[src/rtl/mem_access_unit_pkg.sv]
// Shared types, funct3 width codes and the sub-word store merge helper
// for the multicycle core's memory access unit.
package mem_access_unit_pkg;

  typedef enum logic [2:0] {
    StIdle,
    StLoad,
    StRmwRead,
    StWrite,
    StDone
  } mau_state_e;

  localparam logic [2:0] F3_B  = 3'b000;
  localparam logic [2:0] F3_H  = 3'b001;
  localparam logic [2:0] F3_W  = 3'b010;
  localparam logic [2:0] F3_BU = 3'b100;
  localparam logic [2:0] F3_HU = 3'b101;

  // Replace the addressed byte/half of a full memory word with store data.
  function automatic logic [31:0] rmw_merge(input logic [31:0] mem_word,
                                            input logic [1:0]  addr_lo,
                                            input logic [2:0]  funct3,
                                            input logic [31:0] store_data);
    logic [31:0] res;
    res = mem_word;
    case (funct3[1:0])
      2'b00: begin
        case (addr_lo)
          2'd0:    res[7:0]   = store_data[7:0];
          2'd1:    res[15:8]  = store_data[7:0];
          2'd2:    res[23:16] = store_data[7:0];
          default: res[31:24] = store_data[7:0];
        endcase
      end
      2'b01: begin
        if (addr_lo[1]) res[31:16] = store_data[15:0];
        else            res[15:0]  = store_data[15:0];
      end
      default: res = store_data;
    endcase
    return res;
  endfunction

endpackage

[src/rtl/mau_lane_extract.sv]
// Load lane selection: picks the little-endian byte/half/word addressed by
// addr_lo_i out of a memory word and sign- or zero-extends it to 32 bits.
module mau_lane_extract
  import mem_access_unit_pkg::*;
(
  input  logic [31:0] word_i,
  input  logic [1:0]  addr_lo_i,
  input  logic [2:0]  funct3_i,
  output logic [31:0] data_o
);

  logic [7:0]  byte_lane;
  logic [15:0] half_lane;

  // Lane mux followed by extension chosen by the width code.
  always_comb begin
    byte_lane = 8'h00;
    case (addr_lo_i)
      2'd0:    byte_lane = word_i[7:0];
      2'd1:    byte_lane = word_i[15:8];
      2'd2:    byte_lane = word_i[23:16];
      default: byte_lane = word_i[31:24];
    endcase
    half_lane = addr_lo_i[1] ? word_i[31:16] : word_i[15:0];

    data_o = word_i;
    case (funct3_i)
      F3_B:    data_o = {{24{byte_lane[7]}}, byte_lane};
      F3_BU:   data_o = {24'h000000, byte_lane};
      F3_H:    data_o = {{16{half_lane[15]}}, half_lane};
      F3_HU:   data_o = {16'h0000, half_lane};
      default: data_o = word_i;
    endcase
  end

endmodule

[src/rtl/mem_access_unit.sv]
// Memory access unit: initiator toward a word-only unified memory. Handles
// byte/half/word loads with extension and sub-word stores by read-modify-write.
// Optional feature macro: MAU_MISALIGN_CHECK_EN (misaligned accesses are
// suppressed and flagged; when undefined, low address bits are ignored).
module mem_access_unit
  import mem_access_unit_pkg::*;
#(
  parameter int unsigned MEM_SIZE = 64
) (
  input  logic        clk,
  input  logic        reset,
  input  logic        req,
  input  logic        we,
  input  logic [2:0]  funct3,
  input  logic [31:0] addr,
  input  logic [31:0] wdata,
  output logic        ready,
  output logic        done,
  output logic [31:0] rdata,
  output logic        misalign,
  output logic [31:0] mem_A,
  output logic [31:0] mem_WD,
  output logic        mem_MemWrite,
  input  logic [31:0] mem_RD
);

  mau_state_e  state_q, state_d;
  logic        we_q, we_d;
  logic [2:0]  funct3_q, funct3_d;
  logic [1:0]  addr_lo_q, addr_lo_d;
  logic [31:0] wdata_q, wdata_d;
  logic [31:0] buf_q, buf_d;
  logic [31:0] rdata_q, rdata_d;
  logic        misalign_q, misalign_d;
  logic [31:0] mem_a_q, mem_a_d;

  logic        illegal;
  logic        misaligned;
  logic [31:0] addr_eff;
  logic [29:0] word_idx;
  logic [31:0] lane_data;

  // Classify the incoming request and form the effective word address.
  always_comb begin
    illegal = (funct3 == 3'b011) || (funct3 == 3'b110) || (funct3 == 3'b111) ||
              (we && funct3[2]);
    addr_eff = addr;
`ifdef MAU_MISALIGN_CHECK_EN
    misaligned = ((funct3 == F3_W) && (addr[1:0] != 2'b00)) ||
                 (((funct3 == F3_H) || (funct3 == F3_HU)) && addr[0]);
`else
    misaligned = 1'b0;
    if (funct3 == F3_W) begin
      addr_eff[1:0] = 2'b00;
    end else if ((funct3 == F3_H) || (funct3 == F3_HU)) begin
      addr_eff[0] = 1'b0;
    end
`endif
    word_idx = 30'(addr_eff[31:2] % MEM_SIZE);
  end

  mau_lane_extract u_lane_extract (
    .word_i    (mem_RD),
    .addr_lo_i (addr_lo_q),
    .funct3_i  (funct3_q),
    .data_o    (lane_data)
  );

  // Next-state logic for the access sequencer and its latched request.
  always_comb begin
    state_d    = state_q;
    we_d       = we_q;
    funct3_d   = funct3_q;
    addr_lo_d  = addr_lo_q;
    wdata_d    = wdata_q;
    buf_d      = buf_q;
    rdata_d    = rdata_q;
    misalign_d = misalign_q;
    mem_a_d    = mem_a_q;

    case (state_q)
      StIdle: begin
        if (req) begin
          we_d      = we;
          funct3_d  = funct3;
          addr_lo_d = addr_eff[1:0];
          wdata_d   = wdata;
          if (illegal) begin
            misalign_d = 1'b0;
            state_d    = StDone;
          end else if (misaligned) begin
            misalign_d = 1'b1;
            state_d    = StDone;
          end else begin
            misalign_d = 1'b0;
            // mem_A only moves when a real access starts.
            mem_a_d    = {word_idx, 2'b00};
            if (!we) begin
              state_d = StLoad;
            end else if (funct3 == F3_W) begin
              state_d = StWrite;
            end else begin
              state_d = StRmwRead;
            end
          end
        end
      end
      StLoad: begin
        rdata_d = lane_data;
        state_d = StDone;
      end
      StRmwRead: begin
        buf_d   = mem_RD;
        state_d = StWrite;
      end
      StWrite: begin
        state_d = StDone;
      end
      StDone: begin
        misalign_d = 1'b0;
        state_d    = StIdle;
      end
      default: begin
        state_d = StIdle;
      end
    endcase
  end

  // State and datapath registers with synchronous reset.
  always_ff @(posedge clk) begin
    if (reset) begin
      state_q    <= StIdle;
      we_q       <= 1'b0;
      funct3_q   <= 3'b000;
      addr_lo_q  <= 2'b00;
      wdata_q    <= 32'h0;
      buf_q      <= 32'h0;
      rdata_q    <= 32'h0;
      misalign_q <= 1'b0;
      mem_a_q    <= 32'h0;
    end else begin
      state_q    <= state_d;
      we_q       <= we_d;
      funct3_q   <= funct3_d;
      addr_lo_q  <= addr_lo_d;
      wdata_q    <= wdata_d;
      buf_q      <= buf_d;
      rdata_q    <= rdata_d;
      misalign_q <= misalign_d;
      mem_a_q    <= mem_a_d;
    end
  end

  // Memory-side outputs; the write strobe is gated by reset so an aborted
  // store never reaches memory.
  always_comb begin
    mem_WD       = 32'h0;
    mem_MemWrite = 1'b0;
    if (state_q == StWrite) begin
      mem_WD       = rmw_merge(buf_q, addr_lo_q, funct3_q, wdata_q);
      mem_MemWrite = !reset;
    end
  end

  assign mem_A    = mem_a_q;
  assign ready    = (state_q == StIdle);
  assign done     = (state_q == StDone);
  assign rdata    = rdata_q;
  assign misalign = misalign_q;

  // we_q is kept for visibility of the latched request.
  logic unused_we;
  assign unused_we = we_q;

endmodule

[config.mk]
export PLATFORM = sky130hd
export DESIGN_NAME = mem_access_unit
export DESIGN_NICKNAME = d
export VERILOG_FILES = /design/src/rtl/mem_access_unit_pkg.sv /design/src/rtl/mau_lane_extract.sv /design/src/rtl/mem_access_unit.sv
export SDC_FILE = /design/constraint.sdc
export NUM_CORES = 1
export LEC_CHECK = 0
export CAP_MARGIN = 20
export CORE_ASPECT_RATIO = 0.75
export CORE_UTILIZATION = 42
export CTS_BUF_LIST = sky130_fd_sc_hd__clkbuf_8
export DETAILED_ROUTE_END_ITERATION = 6
export PLACE_DENSITY = 0.79
export SLEW_MARGIN = 20
export SYNTH_ARGS = -nofsm -noshare
export SYNTH_HDL_FRONTEND = slang
export SYNTH_SLANG_ARGS = --single-unit
[constraint.sdc]
create_clock -name clk -period 1.75 [get_ports clk]
set_clock_uncertainty 0.15 [all_clocks]
set_input_delay 0.4375 -clock clk [delete_from_list [all_inputs] [get_ports clk]]
set_output_delay 0.4375 -clock clk [all_outputs]
set_load 0.05 [all_outputs]
==> impl.org <==
** Floorplan
- Count of standard-cell rows :: 35
- Number of primary I/O pins :: 203
- The die is 101 um tall.
- Die Outline Area :: 13500 sq um
- Width of the chip :: approximately 130 um
- The initial utilization of the core area, before any placement, comes to between 40% and 50%.
- Area of the core region :: 12500 sq um

** Drt
- Routed len/inst :: around 24 um
- The first detailed-routing pass took 7 iterations.
- Remaining antenna violation count after routing :: 0
- Post-Route WL :: between 20000 and 30000 um
- After the first detailed-routing iteration, the DRC count stood at around 1100.
- Via count :: around 7000
- In the routed design, unresolved DRC markers number 39.
- Avg Vias per Cell :: 6.33

** Pwr
- Static Leakage :: 3.83 nW
- Sequential cells burn 39.1% of the power.
- Final Power :: between 7 and 8 mW
- Combinational cells account for 40.0% of the total power.
- IR analysis of the VDD net gives a maximum drop of between 0.4 and 0.5 mV.
- Power spent charging and discharging nets :: 2.88 mW
- Cell internal power was estimated by the tool at 4.53 mW.
- Fraction of power spent switching nets :: between 30 and 40%
- Share of power burned in the clock network :: 20.9%
- In this run the power density over the cells is 718 nW/um^2.

** Layout
- The library cell used most frequently in the layout, excluding fill and tap cells, is nand2_1.
- The repair_antennas step left the layout with diodes totalling 0.
- Fraction of final layout cells with drive strength greater than 1 :: between 40% and 50%
- Highest-count cells in the layout ignoring fill and taps :: nand2_1, dfxtp_1, buf_4, clkdlybuf4s50_1, buf_12
- In the final design database the tool counted 1063 nets.
- Synth-to-Final Area Change :: 87.9%

** STA
- Max transition margin :: 58.0%
- Setup violations remaining at the end of the flow were counted as 108.
- Fmax :: 0.396 GHz
- Setup repair after global routing could not meet its margin everywhere.
- Setup slack on the critical path of the routed design comes to -0.778 ns.
- The count of final max-slew check failures came to 0.
- Final min period :: ~2.5 ns
- The number of hold-slack violations in the final timing report was 0.
- Transition time of the tightest slew-check pin :: roughly 0.63 ns
- In the finished design, the share of the clock period the worst path needs comes to 144%.

** Place
- Buffers placed on the I/O ports in this run total ~150.
- Post-Place Setup Slack :: -0.468 ns
- Global placement routability congestion :: 0.878
- DPL Wire Length :: 14300 um

** Critical path
- Depth of the critical timing path with buffers and inverters included :: 7
- Delay of the slowest critical-path stage :: 0.39 ns
- Cell count of the worst reg-to-reg path :: 6
- CP delay by family, top :: buffers and inverters
- STA puts the critical path data required time at 1.16 ns.
- Reg2Reg Setup Slack :: -0.33 ns
- The endpoint identified for the worst register-to-register timing path is rdata[15].
- Element type at the critical path start :: flip-flop
- The largest individual stage delay along the critical path comes from the cell dfxtp_4.
- Together, buffers and inverters on the worst path number 3.
- Walking the worst path, the cells encountered are buf_6, and2b_2, o21ai_4, clkbuf_16, nand2_4, a21oi_4, buf_12.
- Critical path endpoint category :: output port
- Setup crit end :: mem_WD[3]
- Crit Path Max Fanout :: 4
- The startpoint identified for the worst register-to-register timing path is addr_lo_q[1].
- Crit path launch :: addr_lo_q[0]
- Type of the worst setup path :: reg -> out
- Arrival @ worst endpoint :: 1.94 ns

** Synthesis
- Share of synthesized flip-flops with an asynchronous set or reset :: 0%
- Yosys synthesis warning count :: 0
- The largest total area in the synthesized netlist belongs to dfxtp_1.
- Summing the areas of all and, or, nand and nor instances in the mapped netlist gives 22.0% of the synthesized area.
- Xor/xnor cell area share of the yosys netlist :: 0%
- Share of the synthesized area in the top cell type :: roughly two fifths
- Yosys reg bits :: 110
- By area, the combinational part of the netlist is dominated by compound AO/OA/AOI/OAI gates.
- Of the synthesized area, sequential elements account for 40.1%.
- Number of distinct library cells after synthesis :: 48
- Synth Instances :: 719
- Mean area per synthesized cell :: 7.64 sq um
- Summing the areas of all compound-gate instances in the mapped netlist gives 25.3% of the synthesized area.
- Most area-consuming cells after synthesis :: dfxtp_1, nand2_1, a21oi_1
- Of the total synthesized cell area, the portion taken by full adders, half adders and majority gates is 0%.
- Top FF cell, synth :: dfxtp_1
- Multiplexer share of the synthesized area :: under 10%
- EDFF count, synth :: 0
- After synthesis the cells add up to 5490 sq um.

** Hold path
- Type of the worst min-delay path :: in -> reg

** Global route
- The first global-routing pass estimated approximately 34000 um of wire.
- The number of global-route vias before repair is 6443.
- Global routing consumed, over all layers together, roughly a third of the routing resources.
- Remaining Overflow, GRT :: 0
- Pin count of the biggest net entering global routing :: 51
- Initial antenna violation count :: 0

** Clock network
- Skew-Pair Late Insertion Delay :: 0.40 ns
- TritonCTS clock tree :: built
- Clk root buf :: clkbuf_8
- The clock passes through at most 2 buffers.
- TritonCTS sink count :: 110
- H-tree lvl count :: 3
- Clock tree synthesis inserted a total of 9 buffers.
- In this run, post-CTS hold repair placed 0 buffers.
- Clock-pin slew was measured on the worst setup and hold paths at 0.11 ns.

** Run status
- Status :: finished, violations left
- Violated checks :: design-rule violations, negative setup slack

** Run
- Max-cap violations :: 0
[power by group through the flow]
stage          logic (mW)  clock network [mW]  registers [mW]
2_1_floorplan        1.10                   0            3.06
3_3_place_gp         2.17                   0            2.90
3_5_place_dp         2.21                   0            2.90
4_1_cts              2.40                1.49            2.86
5_1_grt              3.04                1.61            2.90
6_report             2.96                1.55            2.89
[routing by layer]
metal	track usage [%]	share of wire (%)	vias up
met5	0	0	-
met4	10.4	6.9	0
met3	7.79	13	215
met2	53.2	45	682
met1	40.2	35	3336
li1	-	-	2931
[synth_stat cells (2+ instances only)]
cell type  count
nand2_1      186
a21oi_1      113
dfxtp_1      110
nor2_1        54
buf_4         35
a211oi_1      23
nand3_1       22
clkbuf_1      20
buf_2         19
a21o_1        14
o21ai_0       12
mux2i_1       10
a311oi_1       9
o22ai_1        9
a222oi_1       7
buf_6          6
inv_1          6
nand2b_1       5
a221oi_1       4
buf_1          4
nor3_1         4
o22a_1         4
a221oi_2       3
a31o_2         3
a31oi_1        3
nor4bb_1       3
o21ai_1        3
o221ai_1       3
a21oi_2        2
a41oi_1        2
nand2_2        2
nor2b_1        2
o21a_1         2
[sequential cells by signal, indices dropped and copies added (netlist names)]
register / flops
buf_q: 32
wdata_q: 32
rdata: 32
state_q: 3
addr_lo_q: 2
mem_A: 6
funct3_q: 3
[stage by stage]
step	hold WS [ns]	cells	utilization (%)	cell area, sq um	setup TNS, ns
2_1_floorplan	0.283	745	-	6250	-7.24
3_3_place_gp	0.290	1082	70.2	8790	-25.84
3_5_place_dp	0.297	1082	70.2	8790	-29.94
4_1_cts	0.199	1116	75.2	9420	-20.86
5_1_grt	0.218	1131	82.4	10300	-34.22
6_report	0.213	1131	82.4	10300	-30.93
[cell families after synthesis]
kind of cell,Yosys count
buffers and inverters,91
AOI/OAI and AO/OA,219
other,1
muxes,12
DFF,110
and+or+nand+nor,286
[what timing repair did]
item,4_1_cts,5_1_grt
cloned,2,8
pin swaps,33,91
endpoints found under the setup margin,60,111
resized for setup,82,167
buffers inserted,16,9
[how the worst min path moves through the flow]
stage,startpoint,to,cells after the start
global placement,buf_q[30],buf_q[30],2
CTS,reset,addr_lo_q[1],2
finish,reset,funct3_q[0],2
floorplan,buf_q[24],buf_q[24],2
global route,reset,funct3_q[0],2
detailed placement,buf_q[30],buf_q[30],2
[area by class of cell]
class                   instances  area, sq um
fillers                       595         2210
flip-flops and latches        110         2230
clock buffers                   9          124
inverters                       7         33.8
clock inverters                 7         55.1
repair buffers                287         3590
multi-input cells             545         4090
well taps                     166          208
Note: power is estimated with default switching activity, not from simulation.
